$ cat src/rtl/mem_pkg.sv
// Shared types and constants for the byte-wide memory controller.
// Grant encodings, FSM state enum and the RAM address width.
package mem_pkg;

    localparam int ADDR_WIDTH = 17;

    localparam logic GRANT_I = 1'b0;
    localparam logic GRANT_D = 1'b1;

    typedef enum logic [1:0] {
        IDLE,
        SERVE_I,
        SERVE_D
    } mem_state_t;

    // The grant id of the opposite port in a two-port arbiter.
    function automatic logic other_id(logic id);
        return ~id;
    endfunction

endpackage

$ cat src/rtl/mem_ctrl_if.sv
// Cache request ports and RAM bus of the memory controller.
// slave = the controller side, master = the caches/RAM side.
interface mem_ctrl_if;
    import mem_pkg::*;

    logic                  icache_get_en;
    logic [ADDR_WIDTH-1:0] icache_addr;
    logic                  icache_out_en;
    logic [7:0]            icache_content;

    logic                  dcache_get_en;
    logic                  dcache_wr;
    logic [ADDR_WIDTH-1:0] dcache_addr;
    logic [7:0]            dcache_wdata;
    logic                  dcache_out_en;
    logic [7:0]            dcache_content;

    logic [7:0]            mem_din;
    logic [7:0]            mem_dout;
    logic [ADDR_WIDTH-1:0] mem_a;
    logic                  mem_wr;

    modport slave (
        input  icache_get_en,
        input  icache_addr,
        output icache_out_en,
        output icache_content,
        input  dcache_get_en,
        input  dcache_wr,
        input  dcache_addr,
        input  dcache_wdata,
        output dcache_out_en,
        output dcache_content,
        input  mem_din,
        output mem_dout,
        output mem_a,
        output mem_wr
    );

    modport master (
        output icache_get_en,
        output icache_addr,
        input  icache_out_en,
        input  icache_content,
        output dcache_get_en,
        output dcache_wr,
        output dcache_addr,
        output dcache_wdata,
        input  dcache_out_en,
        input  dcache_content,
        output mem_din,
        input  mem_dout,
        input  mem_a,
        input  mem_wr
    );

endinterface

$ cat src/rtl/mem_arbiter.sv
// Two-port round-robin pick between the ICache and DCache.
// Purely combinational; the caller owns the last_grant register.
module mem_arbiter
    import mem_pkg::*;
#(
    parameter logic ICACHE_ID = GRANT_I
) (
    input  logic req_i,
    input  logic req_d,
    input  logic last_grant,
    output logic grant
);

    localparam logic DCACHE_ID = other_id(ICACHE_ID);

    // On a tie the port that did not own the previous burst wins.
    always_comb begin
        grant = ICACHE_ID;
        if (req_i && req_d) begin
            grant = other_id(last_grant);
        end else if (req_d) begin
            grant = DCACHE_ID;
        end
    end

endmodule

$ cat src/rtl/mem_ctrl.sv
// Byte-wide RAM responder shared by the ICache and DCache.
// Issues at most one RAM access per cycle; response is 1 cycle later.
module mem_ctrl #(
    parameter int   ADDR_WIDTH = mem_pkg::ADDR_WIDTH,
    parameter logic ICACHE_ID  = mem_pkg::GRANT_I
) (
    input  logic      clk,
    input  logic      rst,
    mem_ctrl_if.slave bus
);

    localparam logic DCACHE_ID = mem_pkg::other_id(ICACHE_ID);

    mem_pkg::mem_state_t   state_q;
    mem_pkg::mem_state_t   state_d;
    logic                  last_q;
    logic                  last_d;
    logic                  grant;
    logic                  issue_i;
    logic                  issue_d;
    logic                  issue;
    logic                  resp_i_q;
    logic                  resp_d_q;
    logic [ADDR_WIDTH-1:0] a_sel;
    logic [ADDR_WIDTH-1:0] a_q;
    logic [7:0]            dout_q;

    mem_arbiter #(
        .ICACHE_ID (ICACHE_ID)
    ) u_arb (
        .req_i      (bus.icache_get_en),
        .req_d      (bus.dcache_get_en),
        .last_grant (last_q),
        .grant      (grant)
    );

    // Next state and issue decision; reset blocks any issue so the
    // RAM bus reads as zero while rst is held.
    always_comb begin
        state_d = state_q;
        last_d  = last_q;
        issue_i = 1'b0;
        issue_d = 1'b0;
        if (!rst) begin
            unique case (state_q)
                mem_pkg::IDLE: begin
                    if (bus.icache_get_en || bus.dcache_get_en) begin
                        if (grant == ICACHE_ID) begin
                            issue_i = 1'b1;
                            state_d = mem_pkg::SERVE_I;
                        end else begin
                            issue_d = 1'b1;
                            state_d = mem_pkg::SERVE_D;
                        end
                    end
                end
                mem_pkg::SERVE_I: begin
                    if (bus.icache_get_en) begin
                        issue_i = 1'b1;
                    end else begin
                        last_d  = ICACHE_ID;
                        state_d = mem_pkg::IDLE;
                    end
                end
                mem_pkg::SERVE_D: begin
                    if (bus.dcache_get_en) begin
                        issue_d = 1'b1;
                    end else begin
                        last_d  = DCACHE_ID;
                        state_d = mem_pkg::IDLE;
                    end
                end
                default: begin
                    state_d = mem_pkg::IDLE;
                end
            endcase
        end
    end

    assign issue = issue_i | issue_d;

    // Address mux; with no issue the last address is held.
    always_comb begin
        a_sel = a_q;
        if (issue_i) begin
            a_sel = bus.icache_addr;
        end else if (issue_d) begin
            a_sel = bus.dcache_addr;
        end
    end

    assign bus.mem_a    = a_sel;
    assign bus.mem_wr   = issue_d & bus.dcache_wr;
    assign bus.mem_dout = issue_d ? bus.dcache_wdata : dout_q;

    assign bus.icache_out_en  = resp_i_q;
    assign bus.dcache_out_en  = resp_d_q;
    assign bus.icache_content = resp_i_q ? bus.mem_din : 8'h00;
    assign bus.dcache_content = resp_d_q ? bus.mem_din : 8'h00;

    // State and round-robin history; DCache starts as last owner.
    always_ff @(posedge clk or posedge rst) begin
        if (rst) begin
            state_q <= mem_pkg::IDLE;
            last_q  <= DCACHE_ID;
        end else begin
            state_q <= state_d;
            last_q  <= last_d;
        end
    end

    // Response strobes: one per issue, visible the following cycle.
    always_ff @(posedge clk or posedge rst) begin
        if (rst) begin
            resp_i_q <= 1'b0;
            resp_d_q <= 1'b0;
        end else begin
            resp_i_q <= issue_i;
            resp_d_q <= issue_d;
        end
    end

    // Holding registers for the RAM address and write data.
    always_ff @(posedge clk or posedge rst) begin
        if (rst) begin
            a_q    <= '0;
            dout_q <= 8'h00;
        end else begin
            if (issue) begin
                a_q <= a_sel;
            end
            if (issue_d) begin
                dout_q <= bus.dcache_wdata;
            end
        end
    end

endmodule
$ cat src/flat_wrapper.sv
// flat-port wrapper written by rule: the top's interface ports become plain ports
module mem_ctrl_flat 
#(
    parameter int   ADDR_WIDTH = mem_pkg::ADDR_WIDTH,
    parameter logic ICACHE_ID  = mem_pkg::GRANT_I
)
  (clk, rst, bus_icache_get_en, bus_icache_addr, bus_icache_out_en, bus_icache_content, bus_dcache_get_en, bus_dcache_wr, bus_dcache_addr, bus_dcache_wdata, bus_dcache_out_en, bus_dcache_content, bus_mem_din, bus_mem_dout, bus_mem_a, bus_mem_wr);
  mem_ctrl_if bus_i ();
  input  logic clk;
  input  logic rst;
  input wire logic [$bits(bus_i.icache_get_en)-1:0] bus_icache_get_en;
  input wire logic [$bits(bus_i.icache_addr)-1:0] bus_icache_addr;
  output wire logic [$bits(bus_i.icache_out_en)-1:0] bus_icache_out_en;
  output wire logic [$bits(bus_i.icache_content)-1:0] bus_icache_content;
  input wire logic [$bits(bus_i.dcache_get_en)-1:0] bus_dcache_get_en;
  input wire logic [$bits(bus_i.dcache_wr)-1:0] bus_dcache_wr;
  input wire logic [$bits(bus_i.dcache_addr)-1:0] bus_dcache_addr;
  input wire logic [$bits(bus_i.dcache_wdata)-1:0] bus_dcache_wdata;
  output wire logic [$bits(bus_i.dcache_out_en)-1:0] bus_dcache_out_en;
  output wire logic [$bits(bus_i.dcache_content)-1:0] bus_dcache_content;
  input wire logic [$bits(bus_i.mem_din)-1:0] bus_mem_din;
  output wire logic [$bits(bus_i.mem_dout)-1:0] bus_mem_dout;
  output wire logic [$bits(bus_i.mem_a)-1:0] bus_mem_a;
  output wire logic [$bits(bus_i.mem_wr)-1:0] bus_mem_wr;
  assign bus_i.icache_get_en = bus_icache_get_en;
  assign bus_i.icache_addr = bus_icache_addr;
  assign bus_icache_out_en = bus_i.icache_out_en;
  assign bus_icache_content = bus_i.icache_content;
  assign bus_i.dcache_get_en = bus_dcache_get_en;
  assign bus_i.dcache_wr = bus_dcache_wr;
  assign bus_i.dcache_addr = bus_dcache_addr;
  assign bus_i.dcache_wdata = bus_dcache_wdata;
  assign bus_dcache_out_en = bus_i.dcache_out_en;
  assign bus_dcache_content = bus_i.dcache_content;
  assign bus_i.mem_din = bus_mem_din;
  assign bus_mem_dout = bus_i.mem_dout;
  assign bus_mem_a = bus_i.mem_a;
  assign bus_mem_wr = bus_i.mem_wr;
  mem_ctrl #(.ADDR_WIDTH(ADDR_WIDTH), .ICACHE_ID(ICACHE_ID)) u_core (.clk(clk), .rst(rst), .bus(bus_i));
endmodule
$ cat config.mk
export PLATFORM = sky130hd
export DESIGN_NAME = mem_ctrl_flat
export DESIGN_NICKNAME = d
export VERILOG_FILES = /design/src/rtl/mem_pkg.sv /design/src/rtl/mem_ctrl_if.sv /design/src/rtl/mem_arbiter.sv /design/src/rtl/mem_ctrl.sv /design/src/flat_wrapper.sv
export SDC_FILE = /design/constraint.sdc
export NUM_CORES = 1
export LEC_CHECK = 0
export ABC_AREA = 1
export CAP_MARGIN = 0
export CORE_ASPECT_RATIO = 0.9
export CORE_MARGIN = 5
export CORE_UTILIZATION = 38
export DETAILED_ROUTE_END_ITERATION = 12
export PLACE_DENSITY = 0.81
export RECOVER_POWER = 25
export SYNTH_ARGS = -nofsm -noshare
export SYNTH_HDL_FRONTEND = slang
export SYNTH_SLANG_ARGS = --single-unit
export TNS_END_PERCENT = 10
$ cat constraint.sdc
create_clock -name clk -period 2.14 [get_ports clk]
set_input_delay 0.321 -clock clk [delete_from_list [all_inputs] [get_ports clk]]
set_output_delay 0.321 -clock clk [all_outputs]
set_load 0.1 [all_outputs]
* Yosys cells after proc, flatten, opt, wreduce, memory -nomap -nowiden
Index checks and enable logic that the tools add are counted.
Cells by class: eq/ne operators 5, muxes and demuxes 24, bitwise logic cells 4, reduce and logical (&&, ||, !) cells 6
Operator list (count):
- 17-bit two-way mux | 2
- 8-bit two-way mux | 3
- 1-bit two-way mux | 11
- 2-bit two-way mux | 4
- 4-bit AND reduction | 2
- 1-bit case mux with 2 select lines | 3
- 2-bit case mux with 3 select lines | 1
- 2-bit != test, second input constant | 2
- 2-bit by 1-bit == test with 1-bit output, second input constant | 1
- 2-bit == test, second input constant | 1
- 2-bit logical NOT | 1
- 2-bit by 1-bit != test with 1-bit output, second input constant | 1
- 1-bit inverter | 2
- 2-bit nonzero test | 1
- 1-bit bitwise AND | 1
- 1-bit logical AND | 1
- 1-bit logical OR | 1
- 1-bit OR | 1
Storage, ports and cells: flip-flop bits (word level) 30, input port bits 55, output and inout bits 44

* Longest topological paths before layout
depth in word-level cells 8, mapped depth 8

* Cells and area by module
From an unflattened synthesis, not the netlist that was laid out.
Unflattened totals: cells, all modules 220, area total of the unflattened synthesis 1773.0 µm²
By module, submodules not included:
- mem_ctrl | instances 1, cells an instance 218, area an instance 1760.4 µm², sequential area each 752.0 µm²
- mem_arbiter | instances 1, cells an instance 2, area an instance 12.5 µm², sequential area each 0.0 µm²

* Worst setup path before layout
OpenSTA, ideal clock, no wires.
kind register to output, start register u_core.state_q[0], end output port bus_mem_wr, data arrival time 2.425 ns, setup slack -0.606 ns, stages on the path, launching flop included 8, path buffers 1, cell sequence dfrtp_1 inv_1 ha_1 nand3_2 nand2_1 nand2_2 buf_2 nor2_1
On the way: longest elaborated chain between the ends 4, elaborated cells between the ends (all ways) 5
RTL lines:
- start, declared | line mem_ctrl.sv:14 | mem_pkg::mem_state_t state_q;
- start signal, assigned | line mem_ctrl.sv:104 | state_q <= mem_pkg::IDLE;
- start signal, assigned | line mem_ctrl.sv:107 | state_q <= state_d;
- 2-bit == test or 2-bit logical NOT (tied branches) | line mem_ctrl.sv:45 | unique case (state_q)
- 1-bit case mux with 2 select lines (*) | line mem_ctrl.sv:45
- 1-bit two-way mux (*) | line mem_ctrl.sv:44 | if (!rst) begin
- 1-bit bitwise AND (*) | line mem_ctrl.sv:93 | assign bus.mem_wr = issue_d & bus.dcache_wr;
- end, declared | line flat_wrapper.sv:24 | output wire logic [$bits(bus_i.mem_wr)-1:0] bus_mem_wr;
Mark *: on every way between the ends. The rest lies on a longest branch, timed or not.

* Worst setup path after layout
start register u_core.state_q[1], end output port bus_mem_a[7]
On the way: longest elaborated chain between the ends 5, elaborated cells between the ends (all ways) 9
RTL lines:
- 2-bit == test or 2-bit logical NOT (tied branches) | line mem_ctrl.sv:45
- 1-bit case mux with 2 select lines | line mem_ctrl.sv:45
- 1-bit two-way mux | line mem_ctrl.sv:44
- 17-bit two-way mux | line mem_ctrl.sv:87 | end else if (issue_d) begin
- 17-bit two-way mux (*) | line mem_ctrl.sv:85 | if (issue_i) begin
- end, declared | line flat_wrapper.sv:23 | output wire logic [$bits(bus_i.mem_a)-1:0] bus_mem_a;
Marked as above.

==> results.txt <==
The H-tree was split into 2 levels. TritonCTS built the clock tree. The most critical setup path has its endpoint at bus_mem_a[7]. Clock tree synthesis selected as its root buffer the cell clkbuf_8. After synthesis, the most frequently instantiated cells are 86 x nand3_1, 53 x nand2_1, 29 x dfrtp_1, 20 x inv_1, 4 x buf_2. Of all cell types, the one taking the most synthesized area is dfrtp_1. The routed design has 9240 µm of wire. Global routing consumed, over all layers together, 26.1% of the routing resources.

The post-synthesis sequential element count is 30. For the pin with the worst max-slew slack, the measured transition is 0.304 ns. The worst setup slack after layout is -0.252 ns.

Yosys attributes the largest share of cell area to dfrtp_1 44%, nand3_1 26%, nand2_1 12%, inv_1 4.5%, ha_1 2.3%. In this run the deepest clock path goes through 2 buffers. Across the run, the number of max-cap violations was 0. Yosys mapped the design onto 20 distinct sky130hd cell types. The first-pass GRT wire length was 11600 µm. After technology mapping, the gate count stands at 216. The clock input transition at the sequential cells of the worst setup and hold paths works out to 0.07 ns. For this run, the detailed router's first-pass iteration total came to 5. The worst setup timing slack at the placement stage was -0.0309 ns; the average footprint of a synthesized cell was 7.72 µm². In the routed layout, each cell is associated on average with a via count of 5.77. The run gives 1.82 ns as the data required time of the worst path. Core box area: 4160 µm². STA puts the critical path data arrival time at 2.07 ns. For the clock insertion delay at the later pin of the skew report, the log shows 0.30 ns. For met3 alone, demand over resource in global routing was 8.27%. The achievable clock frequency was 418 MHz. The count of nets left with antenna violations once routing finished came out at 0. Relative to the synthesized area, the layout overhead comes to 131%. The HPWL after detailed placement is 4930 µm. The post-detailed-route wirelength per cell is 23.4 µm, and the final weighted congestion of routability-driven global placement is 0.797. The critical path starts at u_core.state_q[1]. The worst setup path category is flip-flop to output port. Global routing consumed, on the met1 layer, 27.6% of the routing resources.

Global routing consumed, on the met2 layer, 46.6% of the routing resources. The share of cells above drive strength 1 was 43.6%. On the final layout, the worst clock skew is 0.00354 ns. The net count of the finished layout is 392.

The flow ran to the end, but the final reports show violations. The tools report the detailed-route via count as 2280. After global routing the overflow that remains totals 0. The worst path in the final design needs a cycle of 2.39 ns, including I/O delays and setup.

The tools report the number of sinks on the clock net as 30. For this run, the leading register cell type out of synthesis is dfrtp_1. The checks that failed: negative setup slack. The worst pin sits at a relative slew slack of 79.5%. The category of the worst setup path launch point was a flip-flop. The logs give 0.489 ns for the tightest hold margin and 5820 µm² for the area enclosed by the die boundary. For this block, the initial DRC count from the detailed router was 150. Summing every instance area after synthesis gives 1670 µm². Count of standard-cell rows: 22. For the number of inserted diodes, the log shows 0. The layer flagged by global routing as most heavily used is met2. The run gives 26 as the final setup violation count. In this run the biggest area consumer among cell types represents 43.5% of the synthesized area. After synthesis, the share of flip-flops with an asynchronous set or reset is 100%. The worst register-to-register path ends at u_core.a_q[10].

The tools report the largest net degree at the start of global routing as 17. Cell with the most instances after synthesis: nand3_1. Setup repair after global routing could not meet its margin everywhere. Fill cells in the final layout number 142.

For the TritonCTS buffer count, the log shows 5. STA classifies the critical path endpoint as an output port. For this configuration, the core starts out at a cell density of 40.1%. For this run, design rule violations remaining after detail routing come to 0.

The tools report the final count of hold timing violations as 0. Launch instance of the worst register-to-register path: u_core.state_q[1]. The class of the tightest hold or removal check was flip-flop to flip-flop.

The utilization after layout is 92.8%, and the number of top-level pins is 99. In this run, synthesis inferred 0 flip-flops with an integrated enable. The number of nets handed over by synthesis was 274.

The share of the Yosys chip area taken by registers is 45.1%. The worst path uses 112% of the clock period. The horizontal die dimension is 79.8 µm, and the worst-path maximum fanout is 16. The logs give 0 for the number of antenna violations at the first check in global routing and 0.42 ns for the flop-to-flop setup slack.

For the final number of max-transition violations, the log shows 0. The Yosys step of the flow raised 0 warnings. Counting cells, the worst reg-to-reg path comes to 8. The count of buffers from port buffering was 98; the number of global-route vias before repair was 2274. The height of the chip was 72.9 µm.
## registers in the layout, indices dropped and copies added (netlist names)
signal	flops
u_core.a_q	17
u_core.bus.dcache_out_en	1
u_core.bus.icache_out_en	1
u_core.dout_q	8
u_core.last_q	1
u_core.state_q	2
## metrics by stage
stage	TNS, ns	instance area [µm²]	instances
floorplan	-1.67	1790	216
global placement	0	3360	378
detailed placement	-0.228	3360	378
CTS	-1.37	3670	390
global route	-5.85	3860	395
finish	-4.32	3860	395
## critical path: stages (launching register included)
cell and delay, ns:
dfrtp_2 0.44, inv_2 0.09, ha_2 0.21, nand2_1 0.11, nand2_2 0.17, nand2_4 0.12
buf_12 0.17, nand3_1 0.14, nand3_2 0.13, buf_12 0.18
## cell type report
type / count / area [µm²] / share of cell area (%)
Clock buffer: 5 / 68.8 / 1.78
Timing Repair Buffer: 122 / 1730 / 44.7
Sequential cell: 30 / 753 / 19.5
Clock inverter: 3 / 40.0 / 1.04
Inverter: 21 / 78.8 / 2.04
Multi-Input combinational cell: 154 / 1120 / 28.9
Tap cell: 60 / 75.1 / 1.95
## layer usage
| layer | vias to the layer above | share of wire (%) |
|---|---|---|
| li1 | 955 | - |
| met1 | 1099 | 34 |
| met2 | 175 | 50 |
| met3 | 51 | 9.2 |
| met4 | 0 | 7.0 |
| met5 | - | 0 |
## how the worst min path moves through the flow
stage	startpoint	depth (start not counted)	endpoint	slack [ns]
final	u_core.last_q	2	u_core.last_q	0.49
after detailed placement	u_core.last_q	2	u_core.last_q	0.46
after CTS	u_core.last_q	2	u_core.last_q	0.47
after floorplan	rst	1	u_core.a_q[0]	0.26
after global placement	u_core.last_q	2	u_core.last_q	0.45
after global routing	u_core.last_q	2	u_core.last_q	0.50
## placed cells by master, fill, tap and decap left out, drive strengths merged, types with 3 or more instances in the layout
cell / instances
clkdlybuf4s50: 52
dfrtp: 29
inv: 21
nor2: 3
ha: 3
nand2: 56
o21ai: 3
clkbuf: 7
nand3: 87
buf: 66
## what timing repair did
action                                  4_1_cts  5_1_grt
setup buffers                                 3        3
endpoints found under the setup margin       26       25
gates resized for setup                      36       26
pin swaps                                     4        5
hold buffers                                  0        0
gates cloned                                  1        2
## logic make-up (layout without fill, tap and decap cells)
group	after synthesis	in the layout	synth area share, %
buffers and inverters	32	151	9.30
AOI/OAI and AO/OA	4	4	2.10
adders and majority gates	3	3	2.25
DFF	30	30	45.1
and+or+nand+nor	147	147	41.3
Power is not shown: default switching activity piles up to over one toggle a cycle in this logic, so the estimate is an artifact.
==> RTL edit (config.mk and constraints unchanged) <==
The 3 states of `mem_state_t` get a one-hot encoding in 3 bits.
--- a/src/rtl/mem_pkg.sv
+++ b/src/rtl/mem_pkg.sv
@@ -7,10 +7,10 @@
     localparam logic GRANT_I = 1'b0;
     localparam logic GRANT_D = 1'b1;
 
-    typedef enum logic [1:0] {
-        IDLE,
-        SERVE_I,
-        SERVE_D
+    typedef enum logic [2:0] {
+        IDLE    = 3'b001,
+        SERVE_I = 3'b010,
+        SERVE_D = 3'b100
     } mem_state_t;
 
     // The grant id of the opposite port in a two-port arbiter.
Formal check against the unedited RTL: no difference found for any inputs over 10 cycles, from zero or initial values and one cycle with rst high; not proved beyond that.
==> RTL edit against the unedited design <==
  * The flow still finishes with violations (setup timing)
  * Sequential cell count up 1
  * Clock skew is 0.0017 ns higher
  * Wire length fell by 12%
  * Count of clock-buffer cells in the layout is 1 higher
  * Utilization shrank 8.3 points
  * Area after synthesis increased by 13%
  * Register-to-register slack worse by 0.07 ns
  * Setup slack gained 0.10 ns
  * Final cell count up 17%
  * Cell area rose by 5.9%
  * Critical path type unchanged
Power is left out: the tool's default activity adds up to more than one toggle a clock period on the data nets, which glitch-free logic cannot reach.
==> RTL edit: results <==
status:
  outcome: "finished with violations"
  violations: "setup timing"
clocking:
  htreeDepth: 2
  tritoncts.num_buffers: 5
  path_clk_slew_ns: 0.06
routing:
  wl_met1_um: 2960
  iteration_0_drc_markers: 160
  drt_pre_antenna_iters: 4
  met2_length_um: 4320
  via_per_inst: 5.06
  detailroute.wirelength.met3_um: 673
  routed_wl_um: 8140
worst_hold_path:
  worst_hold_path_stage_count: 2
  timing.hold.worst.class: "register to register"
  worstHoldStart: "u_core.a_q[14]$_DFFE_PP0P_"
  worstHoldEndpoint: "u_core.a_q[14]$_DFFE_PP0P_"
worst_setup_path:
  cpPeakStageDelay_ns: 0.46
  rr_endpoint: "u_core.dout_q[1]$_DFF_PP0_"
  timing.critical_path.slowest_stage_cell: "dfrtp_1"
  crit_path_max_fanout: 5
  ff2ff_path_depth: 11
  cp_data_arrival_time_ns: 1.97
  crit_path_start: "u_core.state_q[1]$_DFFE_PP0P_"
  ff2ff_setup_slack_ns: 0.35
sta:
  timing.final.ws_setup_ns: -0.150
  relSlewSlack_pct: 75.4
  setup_violations: 26
  fin_worst_skew_ns: 0.00523
global_route:
  global_route.usage.total_pct: 21.0
  grt_pass1_vias: 2302
  grt_first_pass_wirelength_um: 10900
  pin_count_of_the_biggest_net_entering_global_routing: 34
  antenna_found_initial: 0
yosys:
  yosys_warnings: 0
  synth.net_count: 312
  synth_top_cells_by_area: "dfrtp_1, nand2_1, nand3_1"
  synth_sequential_area_ratio_pct: 41.2
  yosys-top-cells-count: "nand2_1, nand3_1, inv_1"
  synth_cell_types: 20
cells_and_area:
  drive_gt1_share_pct: 46.9
  nNetsFinal: 451
  reg_top3: "u_core.a_q: 17 flops, u_core.dout_q: 8 flops, u_core.state_q: 3 flops"
  inserted_diodes: 0
placed_design:
  io_buffer_count: 98
  detailedPlacementHpwl_um: 4920
  place_worst_setup_slack_ns: -0.122
  routabilityCongestion: 0.827
-- RTL edit: cell types whose count changed in the layout (fill, tap and decap cells not counted), moves of 3 or more --
cell | unedited run | this run
nand3_2 | 33 | 19
nand2_8 | 0 | 4
o21ai_0 | 2 | 5
inv_2 | 3 | 16
buf_4 | 14 | 35
nand2_2 | 12 | 32
nand2_4 | 2 | 8
nand3_4 | 10 | 5
nand2_1 | 42 | 63
nand3_1 | 44 | 31
inv_1 | 18 | 27
-- RTL edit: area by class of cell --
class	count	area, µm²
timing repair buffer	139	1800
multi-input combinational	175	1140
sequential	31	778
fill	233	749
inverter	44	168
clock buffer	6	82.6
tap	65	81.3
clock inverter	2	35.0
-- RTL edit: cell families (layout without fill, tap and decap cells) --
logic type / count (synthesis) / count (layout) / share of synthesized area, %
compound gates: 8 / 8 / 2.19
simple gates: 163 / 167 / 43.0
buf+inv: 55 / 191 / 13.6
flops: 31 / 31 / 41.2
-- RTL edit: stage by stage --
stage | setup TNS [ns] | area, µm² | cells | util [%] | hold slack, ns
after floorplan | -0.613 | 1920 | 257 | - | 0.480
after global placement | -1.80 | 3610 | 443 | 74.7 | 0.496
after detailed placement | -2.28 | 3610 | 443 | 74.7 | 0.499
after CTS | -0.892 | 3850 | 455 | 79.6 | 0.526
after global routing | -4.44 | 4090 | 462 | 84.5 | 0.562
final | -2.63 | 4090 | 462 | 84.5 | 0.530
-- RTL edit: critical path: cells and delay by family, from the launching register on --
family / cells / cell delay [ns]
flops: 1 / 0.46
simple gates: 7 / 0.71
buf+inv: 4 / 0.49
-- RTL edit: timing repair --
item,4_1_cts,5_1_grt
cloned,3,3
pin swaps,8,26
gates resized for setup,27,43
setup buffers,1,4
endpoints found under the setup margin,26,26
endpoints found under the hold margin,0,0
-- RTL edit: worst max-delay path by stage --
stage / end / depth (start not counted)
global placement: bus_mem_dout[6] / 10
floorplan: bus_icache_content[0] / 3
detailed placement: bus_mem_dout[0] / 10
global route: bus_mem_a[3] / 10
finish: bus_mem_a[3] / 11
CTS: bus_mem_a[10] / 9
-- RTL edit: metal layers --
layer  track usage, %  up-vias
met2             38.0      120
met3             6.43       19
met4             7.23        0
li1                 -     1076
met5                0        -
met1             23.2     1121
